### config.mk
export PLATFORM = sky130hd
export DESIGN_NAME = id_stage_param_flat
export DESIGN_NICKNAME = d
export VERILOG_FILES = /design/src/rtl/id_pkg.sv /design/src/rtl/id_stage_param_if.sv /design/src/rtl/id_regfile.sv /design/src/rtl/id_stage_param.sv /design/src/flat_wrapper.sv
export SDC_FILE = /design/constraint.sdc
export NUM_CORES = 2
export LEC_CHECK = 0
export ABC_AREA = 0
export CORE_MARGIN = 10
export CORE_UTILIZATION = 61
export DETAILED_ROUTE_END_ITERATION = 8
export HOLD_SLACK_MARGIN = 0.12
export PLACE_DENSITY = 0.83
export SYNTH_ARGS = -nofsm -noshare
export SYNTH_HDL_FRONTEND = slang
export SYNTH_SLANG_ARGS = --single-unit
### constraint.sdc
create_clock -name clock -period 7.5 [get_ports clock]
set_input_delay 1.5 -clock clock [delete_from_list [all_inputs] [get_ports clock]]
set_output_delay 1.5 -clock clock [all_outputs]
set_load 0.01 [all_outputs]
### src/rtl/id_pkg.sv
// id_pkg: shared decode definitions for the ID stage.
//   - opcode constants, ALUOp encodings
//   - id_ctrl_t: packed control bundle (7 control bits + ALUOp)
//   - decode_op(): opcode -> control; reads_rt(): opcode uses rt as a source
package id_pkg;

  localparam logic [5:0] OP_RTYPE = 6'h00;
  localparam logic [5:0] OP_J     = 6'h02;
  localparam logic [5:0] OP_BEQ   = 6'h04;
  localparam logic [5:0] OP_BNE   = 6'h05;
  localparam logic [5:0] OP_ADDI  = 6'h08;
  localparam logic [5:0] OP_LW    = 6'h23;
  localparam logic [5:0] OP_SW    = 6'h2B;

  localparam logic [1:0] ALUOP_ADD   = 2'b00;
  localparam logic [1:0] ALUOP_SUB   = 2'b01;
  localparam logic [1:0] ALUOP_FUNCT = 2'b10;

  typedef struct packed {
    logic       regdst;
    logic       alusrc;
    logic       memtoreg;
    logic       regwrite;
    logic       memread;
    logic       memwrite;
    logic       branch;   // beq/bne; consumed in ID only, never registered
    logic [1:0] aluop;
  } id_ctrl_t;

  // Don't-care bits (sw RegDst/MemtoReg) and unknown opcodes decode to 0.
  function automatic id_ctrl_t decode_op(input logic [5:0] op);
    id_ctrl_t c;
    c = '0;
    case (op)
      OP_RTYPE: begin c.regdst = 1'b1; c.regwrite = 1'b1; c.aluop = ALUOP_FUNCT; end
      OP_LW:    begin c.alusrc = 1'b1; c.memtoreg = 1'b1; c.regwrite = 1'b1; c.memread = 1'b1; end
      OP_SW:    begin c.alusrc = 1'b1; c.memwrite = 1'b1; end
      OP_ADDI:  begin c.alusrc = 1'b1; c.regwrite = 1'b1; end
      OP_BEQ, OP_BNE: begin c.branch = 1'b1; c.aluop = ALUOP_SUB; end
      default: ;
    endcase
    return c;
  endfunction

  // lw/addi use rt as a destination, so it must not trigger a load-use stall.
  function automatic logic reads_rt(input logic [5:0] op);
    return (op == OP_RTYPE) || (op == OP_SW) || (op == OP_BEQ) || (op == OP_BNE);
  endfunction

endpackage

### src/rtl/id_stage_param_if.sv
// id_stage_param_if: all non-clock/reset signals of the ID stage.
//   master: upstream/downstream environment (drives IF/ID, WB, EX/MEM side)
//   slave : the ID stage itself
// Optional: ID_PERF_CNT_EN adds perf_stall_cnt / perf_redirect_cnt.
interface id_stage_param_if #(
  parameter int XLEN = 32,
  parameter int NREG = 32
);
  localparam int AW = $clog2(NREG);

  logic [31:0]     ifid_instr;
  logic [XLEN-1:0] ifid_pc_plus4;
  logic            ifid_valid;
  logic            wb_we;
  logic [AW-1:0]   wb_dst;
  logic [XLEN-1:0] wb_data;
  logic [XLEN-1:0] exmem_result;
  logic            fwd_a, fwd_b;
  logic            ex_stall;

  logic            id_stall;
  logic            ifid_flush;
  logic            redirect_valid;
  logic [XLEN-1:0] redirect_target;
  logic            idex_valid, idex_regwrite, idex_memtoreg, idex_memread;
  logic            idex_memwrite, idex_alusrc, idex_regdst;
  logic [1:0]      idex_aluop;
  logic [XLEN-1:0] idex_rdata1, idex_rdata2, idex_imm;
  logic [AW-1:0]   idex_rs, idex_rt, idex_rd;
`ifdef ID_PERF_CNT_EN
  logic [31:0]     perf_stall_cnt, perf_redirect_cnt;
`endif

  modport master (
    output ifid_instr, ifid_pc_plus4, ifid_valid, wb_we, wb_dst, wb_data,
           exmem_result, fwd_a, fwd_b, ex_stall,
    input  id_stall, ifid_flush, redirect_valid, redirect_target,
           idex_valid, idex_regwrite, idex_memtoreg, idex_memread,
           idex_memwrite, idex_alusrc, idex_regdst, idex_aluop,
           idex_rdata1, idex_rdata2, idex_imm, idex_rs, idex_rt, idex_rd
`ifdef ID_PERF_CNT_EN
    , input perf_stall_cnt, perf_redirect_cnt
`endif
  );

  modport slave (
    input  ifid_instr, ifid_pc_plus4, ifid_valid, wb_we, wb_dst, wb_data,
           exmem_result, fwd_a, fwd_b, ex_stall,
    output id_stall, ifid_flush, redirect_valid, redirect_target,
           idex_valid, idex_regwrite, idex_memtoreg, idex_memread,
           idex_memwrite, idex_alusrc, idex_regdst, idex_aluop,
           idex_rdata1, idex_rdata2, idex_imm, idex_rs, idex_rt, idex_rd
`ifdef ID_PERF_CNT_EN
    , output perf_stall_cnt, perf_redirect_cnt
`endif
  );
endinterface

### src/rtl/id_regfile.sv
// id_regfile: NREG x XLEN register file, 2 read / 1 write.
//   i_ra[p] -> o_rd[p] combinational, write-first bypass from the write port.
//   i_we/i_wa/i_wd write at the rising edge; register 0 is hardwired to 0.
//   reset_n synchronous active-low clears all registers.
module id_regfile #(
  parameter int XLEN = 32,
  parameter int NREG = 32,
  parameter int AW   = $clog2(NREG)
) (
  input  logic                      clock,
  input  logic                      reset_n,
  input  logic [1:0][AW-1:0]        i_ra,
  output logic [1:0][XLEN-1:0]      o_rd,
  input  logic                      i_we,
  input  logic [AW-1:0]             i_wa,
  input  logic [XLEN-1:0]           i_wd
);
  logic [NREG-1:0][XLEN-1:0] r_mem;

  always_ff @(posedge clock) begin
    if (!reset_n)                 r_mem <= '0;
    else if (i_we && i_wa != '0)  r_mem[i_wa] <= i_wd;
  end

  for (genvar p = 0; p < 2; p++) begin : g_rd
    always_comb begin
      o_rd[p] = r_mem[i_ra[p]];
      if (i_ra[p] == '0)                 o_rd[p] = '0;
      else if (i_we && i_wa == i_ra[p])  o_rd[p] = i_wd;
    end
  end
endmodule

### src/rtl/id_stage_param.sv
// id_stage_param: MIPS decode stage between IF/ID and ID/EX.
//   clock, reset_n (synchronous, active-low); everything else on bus (slave).
//   Register file read, control decode, branch/jump resolution in ID,
//   load-use hazard stalling for LOAD_USE_STALLS cycles, ID/EX register.
// Optional: define ID_PERF_CNT_EN for saturating stall/redirect counters.
module id_stage_param
  import id_pkg::*;
#(
  parameter int XLEN            = 32,
  parameter int NREG            = 32,
  parameter int LOAD_USE_STALLS = 1
) (
  input  logic        clock,
  input  logic        reset_n,
  id_stage_param_if.slave bus
);
  localparam int AW = $clog2(NREG);
  localparam logic [1:0] CNT_INIT = 2'(LOAD_USE_STALLS - 1);

  logic [5:0]            w_op;
  logic [4:0]            w_rs_f, w_rt_f, w_rd_f;
  logic [AW-1:0]         w_rs, w_rt, w_rd;
  id_ctrl_t              w_ctrl;
  logic [XLEN-1:0]       w_imm, w_opa, w_opb, w_br_tgt, w_j_tgt;
  logic [1:0][XLEN-1:0]  w_rdata;
  logic                  w_is_j, w_taken, w_hazard, w_stall_hz, w_redirect, w_load;

  logic [1:0]            r_cnt;
  logic                  r_valid, r_regwrite, r_memtoreg, r_memread, r_memwrite, r_alusrc, r_regdst;
  logic [1:0]            r_aluop;
  logic [XLEN-1:0]       r_rdata1, r_rdata2, r_imm;
  logic [AW-1:0]         r_rs, r_rt, r_rd;

  assign w_op   = bus.ifid_instr[31:26];
  assign w_rs_f = bus.ifid_instr[25:21];
  assign w_rt_f = bus.ifid_instr[20:16];
  assign w_rd_f = bus.ifid_instr[15:11];
  assign w_rs   = w_rs_f[AW-1:0];
  assign w_rt   = w_rt_f[AW-1:0];
  assign w_rd   = w_rd_f[AW-1:0];
  assign w_ctrl = decode_op(w_op);
  assign w_is_j = (w_op == OP_J);
  assign w_imm  = {{(XLEN-16){bus.ifid_instr[15]}}, bus.ifid_instr[15:0]};

  id_regfile #(.XLEN(XLEN), .NREG(NREG), .AW(AW)) u_rf (
    .clock   (clock),
    .reset_n (reset_n),
    .i_ra    ({w_rt, w_rs}),
    .o_rd    (w_rdata),
    .i_we    (bus.wb_we),
    .i_wa    (bus.wb_dst),
    .i_wd    (bus.wb_data)
  );

  // Branch resolution with EX/MEM forwarding of either compare operand.
  assign w_opa    = bus.fwd_a ? bus.exmem_result : w_rdata[0];
  assign w_opb    = bus.fwd_b ? bus.exmem_result : w_rdata[1];
  assign w_taken  = w_ctrl.branch & ((w_op == OP_BNE) ^ (w_opa == w_opb));
  assign w_br_tgt = bus.ifid_pc_plus4 + (w_imm << 2);
  assign w_j_tgt  = {bus.ifid_pc_plus4[XLEN-1:28], bus.ifid_instr[25:0], 2'b00};

  // rs is always compared; rt only when the ID instruction sources it.
  assign w_hazard   = r_valid & r_memread & (r_rt != '0) &
                      ((r_rt == w_rs) | (reads_rt(w_op) & (r_rt == w_rt)));
  assign w_stall_hz = w_hazard | (r_cnt != '0);
  assign w_redirect = bus.ifid_valid & ~(w_stall_hz | bus.ex_stall) & (w_is_j | w_taken);
  assign w_load     = bus.ifid_valid & ~w_stall_hz;

  assign bus.id_stall        = w_stall_hz | bus.ex_stall;
  assign bus.redirect_valid  = w_redirect;
  assign bus.ifid_flush      = w_redirect;
  assign bus.redirect_target = w_is_j ? w_j_tgt : w_br_tgt;

  // First hazard cycle loads LOAD_USE_STALLS-1 so the total stall is exact;
  // the bubble it inserts clears the hazard term for the following cycles.
  always_ff @(posedge clock) begin
    if (!reset_n) r_cnt <= '0;
    else if (!bus.ex_stall) begin
      if (r_cnt != '0)   r_cnt <= r_cnt - 2'd1;
      else if (w_hazard) r_cnt <= CNT_INIT;
    end
  end

  // ID/EX: hold on ex_stall, otherwise load decode or a zeroed bubble.
  always_ff @(posedge clock) begin
    if (!reset_n) begin
      r_valid <= 1'b0; r_regwrite <= 1'b0; r_memtoreg <= 1'b0; r_memread <= 1'b0;
      r_memwrite <= 1'b0; r_alusrc <= 1'b0; r_regdst <= 1'b0; r_aluop <= '0;
      r_rdata1 <= '0; r_rdata2 <= '0; r_imm <= '0; r_rs <= '0; r_rt <= '0; r_rd <= '0;
    end else if (!bus.ex_stall) begin
      r_valid    <= w_load;
      r_regwrite <= w_load & w_ctrl.regwrite;
      r_memtoreg <= w_load & w_ctrl.memtoreg;
      r_memread  <= w_load & w_ctrl.memread;
      r_memwrite <= w_load & w_ctrl.memwrite;
      r_alusrc   <= w_load & w_ctrl.alusrc;
      r_regdst   <= w_load & w_ctrl.regdst;
      r_aluop    <= w_load ? w_ctrl.aluop : '0;
      r_rdata1   <= w_load ? w_rdata[0]   : '0;
      r_rdata2   <= w_load ? w_rdata[1]   : '0;
      r_imm      <= w_load ? w_imm        : '0;
      r_rs       <= w_load ? w_rs         : '0;
      r_rt       <= w_load ? w_rt         : '0;
      r_rd       <= w_load ? w_rd         : '0;
    end
  end

  assign bus.idex_valid    = r_valid;
  assign bus.idex_regwrite = r_regwrite;
  assign bus.idex_memtoreg = r_memtoreg;
  assign bus.idex_memread  = r_memread;
  assign bus.idex_memwrite = r_memwrite;
  assign bus.idex_alusrc   = r_alusrc;
  assign bus.idex_regdst   = r_regdst;
  assign bus.idex_aluop    = r_aluop;
  assign bus.idex_rdata1   = r_rdata1;
  assign bus.idex_rdata2   = r_rdata2;
  assign bus.idex_imm      = r_imm;
  assign bus.idex_rs       = r_rs;
  assign bus.idex_rt       = r_rt;
  assign bus.idex_rd       = r_rd;

`ifdef ID_PERF_CNT_EN
  // Stall count covers every cycle the hazard logic holds ID, including
  // cycles where ex_stall is also asserted.
  logic [31:0] r_perf_stall, r_perf_redir;
  always_ff @(posedge clock) begin
    if (!reset_n) begin
      r_perf_stall <= '0;
      r_perf_redir <= '0;
    end else begin
      if (w_stall_hz && r_perf_stall != '1) r_perf_stall <= r_perf_stall + 32'd1;
      if (w_redirect && r_perf_redir != '1) r_perf_redir <= r_perf_redir + 32'd1;
    end
  end
  assign bus.perf_stall_cnt    = r_perf_stall;
  assign bus.perf_redirect_cnt = r_perf_redir;
`endif
endmodule

### src/flat_wrapper.sv
// flat-port wrapper written by rule: the top's interface ports become plain ports
module id_stage_param_flat import id_pkg::*;
#(
  parameter int XLEN            = 32,
  parameter int NREG            = 32,
  parameter int LOAD_USE_STALLS = 1
)
  (clock, reset_n, bus_ifid_instr, bus_ifid_pc_plus4, bus_ifid_valid, bus_wb_we, bus_wb_dst, bus_wb_data, bus_exmem_result, bus_fwd_a, bus_fwd_b, bus_ex_stall, bus_id_stall, bus_ifid_flush, bus_redirect_valid, bus_redirect_target, bus_idex_valid, bus_idex_regwrite, bus_idex_memtoreg, bus_idex_memread, bus_idex_memwrite, bus_idex_alusrc, bus_idex_regdst, bus_idex_aluop, bus_idex_rdata1, bus_idex_rdata2, bus_idex_imm, bus_idex_rs, bus_idex_rt, bus_idex_rd);
  id_stage_param_if #(.XLEN(XLEN), .NREG(NREG)) bus_i ();
  input  logic clock;
  input  logic reset_n;
  input wire logic [$bits(bus_i.ifid_instr)-1:0] bus_ifid_instr;
  input wire logic [$bits(bus_i.ifid_pc_plus4)-1:0] bus_ifid_pc_plus4;
  input wire logic [$bits(bus_i.ifid_valid)-1:0] bus_ifid_valid;
  input wire logic [$bits(bus_i.wb_we)-1:0] bus_wb_we;
  input wire logic [$bits(bus_i.wb_dst)-1:0] bus_wb_dst;
  input wire logic [$bits(bus_i.wb_data)-1:0] bus_wb_data;
  input wire logic [$bits(bus_i.exmem_result)-1:0] bus_exmem_result;
  input wire logic [$bits(bus_i.fwd_a)-1:0] bus_fwd_a;
  input wire logic [$bits(bus_i.fwd_b)-1:0] bus_fwd_b;
  input wire logic [$bits(bus_i.ex_stall)-1:0] bus_ex_stall;
  output wire logic [$bits(bus_i.id_stall)-1:0] bus_id_stall;
  output wire logic [$bits(bus_i.ifid_flush)-1:0] bus_ifid_flush;
  output wire logic [$bits(bus_i.redirect_valid)-1:0] bus_redirect_valid;
  output wire logic [$bits(bus_i.redirect_target)-1:0] bus_redirect_target;
  output wire logic [$bits(bus_i.idex_valid)-1:0] bus_idex_valid;
  output wire logic [$bits(bus_i.idex_regwrite)-1:0] bus_idex_regwrite;
  output wire logic [$bits(bus_i.idex_memtoreg)-1:0] bus_idex_memtoreg;
  output wire logic [$bits(bus_i.idex_memread)-1:0] bus_idex_memread;
  output wire logic [$bits(bus_i.idex_memwrite)-1:0] bus_idex_memwrite;
  output wire logic [$bits(bus_i.idex_alusrc)-1:0] bus_idex_alusrc;
  output wire logic [$bits(bus_i.idex_regdst)-1:0] bus_idex_regdst;
  output wire logic [$bits(bus_i.idex_aluop)-1:0] bus_idex_aluop;
  output wire logic [$bits(bus_i.idex_rdata1)-1:0] bus_idex_rdata1;
  output wire logic [$bits(bus_i.idex_rdata2)-1:0] bus_idex_rdata2;
  output wire logic [$bits(bus_i.idex_imm)-1:0] bus_idex_imm;
  output wire logic [$bits(bus_i.idex_rs)-1:0] bus_idex_rs;
  output wire logic [$bits(bus_i.idex_rt)-1:0] bus_idex_rt;
  output wire logic [$bits(bus_i.idex_rd)-1:0] bus_idex_rd;
  assign bus_i.ifid_instr = bus_ifid_instr;
  assign bus_i.ifid_pc_plus4 = bus_ifid_pc_plus4;
  assign bus_i.ifid_valid = bus_ifid_valid;
  assign bus_i.wb_we = bus_wb_we;
  assign bus_i.wb_dst = bus_wb_dst;
  assign bus_i.wb_data = bus_wb_data;
  assign bus_i.exmem_result = bus_exmem_result;
  assign bus_i.fwd_a = bus_fwd_a;
  assign bus_i.fwd_b = bus_fwd_b;
  assign bus_i.ex_stall = bus_ex_stall;
  assign bus_id_stall = bus_i.id_stall;
  assign bus_ifid_flush = bus_i.ifid_flush;
  assign bus_redirect_valid = bus_i.redirect_valid;
  assign bus_redirect_target = bus_i.redirect_target;
  assign bus_idex_valid = bus_i.idex_valid;
  assign bus_idex_regwrite = bus_i.idex_regwrite;
  assign bus_idex_memtoreg = bus_i.idex_memtoreg;
  assign bus_idex_memread = bus_i.idex_memread;
  assign bus_idex_memwrite = bus_i.idex_memwrite;
  assign bus_idex_alusrc = bus_i.idex_alusrc;
  assign bus_idex_regdst = bus_i.idex_regdst;
  assign bus_idex_aluop = bus_i.idex_aluop;
  assign bus_idex_rdata1 = bus_i.idex_rdata1;
  assign bus_idex_rdata2 = bus_i.idex_rdata2;
  assign bus_idex_imm = bus_i.idex_imm;
  assign bus_idex_rs = bus_i.idex_rs;
  assign bus_idex_rt = bus_i.idex_rt;
  assign bus_idex_rd = bus_i.idex_rd;
  id_stage_param #(.XLEN(XLEN), .NREG(NREG), .LOAD_USE_STALLS(LOAD_USE_STALLS)) u_core (.clock(clock), .reset_n(reset_n), .bus(bus_i));
endmodule
==> run_results.csv <==
group,metric,value,unit
critical_path,r2r_start,"u_core.bus.idex_rt[1]",
layout,multi_input_area,36800,um^2
clock_network,tritoncts,"built",
global_route,grt_pass1_wl,396000,um
sta,max_freq,0.134,GHz
critical_path,r2r_end,"u_core.bus.idex_rdata1[25]",
clock_network,cts_max_path_buffers,3,
synthesis,ys_ff_latch,1123,
synthesis,synthCells,6955,
global_route,antenna_found_initial,20,
route,drt-vias-per-instance,7.20,
sta,slew_headroom,16.2,%
layout,layout.cells.non_filler,8710,
hold_path,hold_start,"u_core.r_cnt[1]",
synthesis,synth_seq_area_share,36.3,%
power,leakage,25.4,nW
hold_path,min_path_cells,2,
sta,fin_skew,34.7,ps
critical_path,cp_data_arrival_time,5950,ps
layout,drive_above_1_share,18.4,%
floorplanning,core,100000,um^2
critical_path,crit_required,6000,ps
clock_network,clkLatencyLatePin,780,ps
critical_path,r2r_slack,4310,ps
layout,area_delta_synth_final,18.4,%
route,wl_per_cell,31.7,um
layout,finalCoreUtilization,73.1,%
clock_network,cts_root_buf,"clkbuf_16",
floorplanning,die_h,339,um
clock_network,h-tree-depth,3,
power,sw_frac_of_total,27.0,%
clock_network,cts_made_buffers,116,
placement,dp_hpwl,180000,um
synthesis,syn-num-nets,7125,
sta,tightest_slew,1250,ps
global_route,grt_start_max_net_pins,289,
floorplanning,die_x,339,um
synthesis,yosysTopAreaCell,"dfxtp_1",
floorplanning,ioPinCount,295,
power,peakVddDrop,0.189,mV
synthesis,avgSynthCellArea,8.92,um^2
route,num_vias,62723,
global_route,grtUsageTotal,45.8,%
sta,final-setup-viol-count,0,
route,totalWireLength,276000,um
layout,n_fill_cell,7064,
critical_path,r2r_cells,9,
synthesis,synth_edf_count,0,
synthesis,ys.warnings.count,0,
floorplanning,rows,116,
power,power_switching,0.00387,W
synthesis,synth_area,62000,um^2
placement,globalplace.congestion,1.04,
sta,fin_crit_sh,99.3,%
synthesis,yosys-top-cells-area,"dfxtp_1 (36%), mux4_2 (15%), nand2_1 (13%), a21boi_0 (12%), clkbuf_1 (3.3%)",
sta,hold_viol,0,
power,p_int,0.0105,W
sta,setup_tns,0,ps
outcome,status,"completed",
clock_network,clk_pin_slew_worst_paths,60,ps
placement,dp_cells,8465,
route,drcViolationCount,0,
power,power_frac_clock,44.0,%
hold_path,min_to,"u_core.r_cnt[1]",
synthesis,ys.flop_type,"dfxtp_1",
power,power.total,0.0143,W
global_route,globalRouteOverflowTotal,0,
critical_path,endpoint_kind,"primary output",
synthesis,synthArstFlopShare,0,%
route,first_pass_iters,9,
sta,period_minus_slack,7450,ps
placement,portBuffers,294,
floorplanning,start_util,61.7,%
floorplanning,dieArea,115000,um^2
synthesis,synth_top_area_share,36.3,%
clock_network,cts.sinks,1123,
layout,nets,7412,
hold_path,min_path_type,"flip-flop to flip-flop",
run,drv_cap,0,
global_route,grt_pass1_vias,59701,
route,antenna_left,0,
critical_path,crit_fanout,21,
power,seq_power_share,42.2,%
sta,slew_viol_final,0,
critical_path,startpoint_type,"input port",
synthesis,yosysUniqueCellTypes,84,
layout,regArea,22500,um^2
route,drt_iter0_drc,12178,
power,power_density,195,nW/um^2
power,combinationalPowerShare,13.7,%
critical_path,critPathKind,"input port to primary output",
==> per-stage QoR <==
| stage | setup WS (ps) | hold WS [ps] | cell area (um^2) |
|---|---|---|---|
| final | 50.3 | 470 | 73400 |
| after global routing | -24.9 | 495 | 73400 |
| after CTS | 9.05 | 461 | 73000 |
| after detailed placement | -730 | 452 | 68700 |
| after global placement | -644 | 433 | 68700 |
| after floorplan | 814 | 423 | 62000 |
==> worst max-delay path by stage <==
stage	cells past startpoint	startpoint	end	slack, ps
6_report	17	bus_ifid_instr[18]	bus_ifid_flush	50
3_3_place_gp	18	bus_ifid_instr[16]	bus_ifid_flush	-640
2_1_floorplan	19	bus_ifid_instr[21]	bus_redirect_valid	810
5_1_grt	16	bus_ifid_instr[7]	bus_redirect_target[31]	-20
4_1_cts	19	bus_ifid_instr[21]	bus_ifid_flush	9
3_5_place_dp	18	bus_ifid_instr[16]	bus_ifid_flush	-730
==> power groups by stage <==
stage | Combinational, W | Clock (W) | Sequential (W)
2_1_floorplan | 0.000985 | 0 | 0.00618
3_3_place_gp | 0.00180 | 0 | 0.00619
3_5_place_dp | 0.00182 | 0 | 0.00619
4_1_cts | 0.00184 | 0.00625 | 0.00606
5_1_grt | 0.00200 | 0.00649 | 0.00606
6_report | 0.00197 | 0.00632 | 0.00606
==> critical path, cell delays in order <==
cell	delay, ps
buf_6	290
buf_4	330
buf_4	180
mux4_2	280
nor2b_1	140
a211oi_1	510
nor4_1	190
a21oi_1	270
xor2_1	180
nand3_1	150
a221oi_1	350
o2111ai_2	190
or4_4	590
nor4_4	180
xnor2_1	170
o22ai_2	110
dlygate4sd2_1	310
==> cell usage after synthesis, types with 17 or more instances <==
cell type	count
xor2_1	32
ha_1	29
xnor2_1	54
and2_1	71
nor2_1	145
buf_2	57
o22ai_1	60
nand3_1	42
a21oi_1	105
clkbuf_1	549
a22oi_1	159
nand2_1	2162
mux2i_1	179
mux4_1	21
inv_1	32
dfxtp_1	1123
o21ai_0	94
nand4_1	19
a221oi_1	43
buf_4	73
a211oi_1	17
a21boi_0	1002
nor3_1	38
buf_1	22
a22o_1	52
nor2b_1	84
mux4_2	426
==> cells by family after synthesis <==
group	count (synthesis)	share of synthesized area, %
fa+ha+maj	30	0.617
compound gates	1666	19.6
mux	630	19.3
flops	1123	36.3
buf+inv	748	5.30
simple gates	2672	17.7
xor+xnor	86	1.21
==> flip-flops by register name (all words and copies together) (netlist names), 4 cells and up <==
name and cells:
u_core.u_rf.r_mem 1024, u_core.bus.idex_rs 5, u_core.bus.idex_imm 12, u_core.bus.idex_rdata2 32
u_core.bus.idex_rd 4, u_core.bus.idex_rt 5, u_core.bus.idex_rdata1 32
==> cell type report <==
class,count,area share (%)
Antenna cell,12,0.0409
Clock buffer,158,4.60
Clock inverter,59,1.01
Inverter,32,0.164
Multi-Input combinational cell,5084,50.2
Sequential cell,1123,30.6
Tap cell,1357,2.31
Timing Repair Buffer,885,11.1
==> placed cells by master (no fill, tap or decap), drive strengths merged, types with 33 or more instances in the layout <==
master / instances
a22o: 52
buf: 600
a21boi: 1002
nand3: 42
clkinv: 33
nor3: 38
nand2: 2162
dfxtp: 1123
and2: 73
nor2b: 84
mux2i: 179
mux4: 447
nor2: 145
a22oi: 160
a21oi: 105
a221oi: 44
inv: 37
o22ai: 61
clkdlybuf4s50: 280
o21ai: 94
xnor2: 54
clkbuf: 160
==> repair_timing <==
action | 4_1_cts | 5_1_grt
setup buffers | 0 | 12
hold buffers | 0 | 0
gates cloned | 1 | 1
pin swaps | 1 | 8
endpoints found under the setup margin | 2 | 5
gates resized for setup | 27 | 46
==> routing by layer <==
metal  global-route usage [%]  vias to the layer above  wire length [um]
met2                     62.8                     6512            109000
met1                     53.5                    29324             89300
met3                     23.8                     1880             51000
met4                     35.0                       16             26000
met5                     1.44                        -               253
li1                         -                    24991                 -
(Power assumes the default switching activity.)
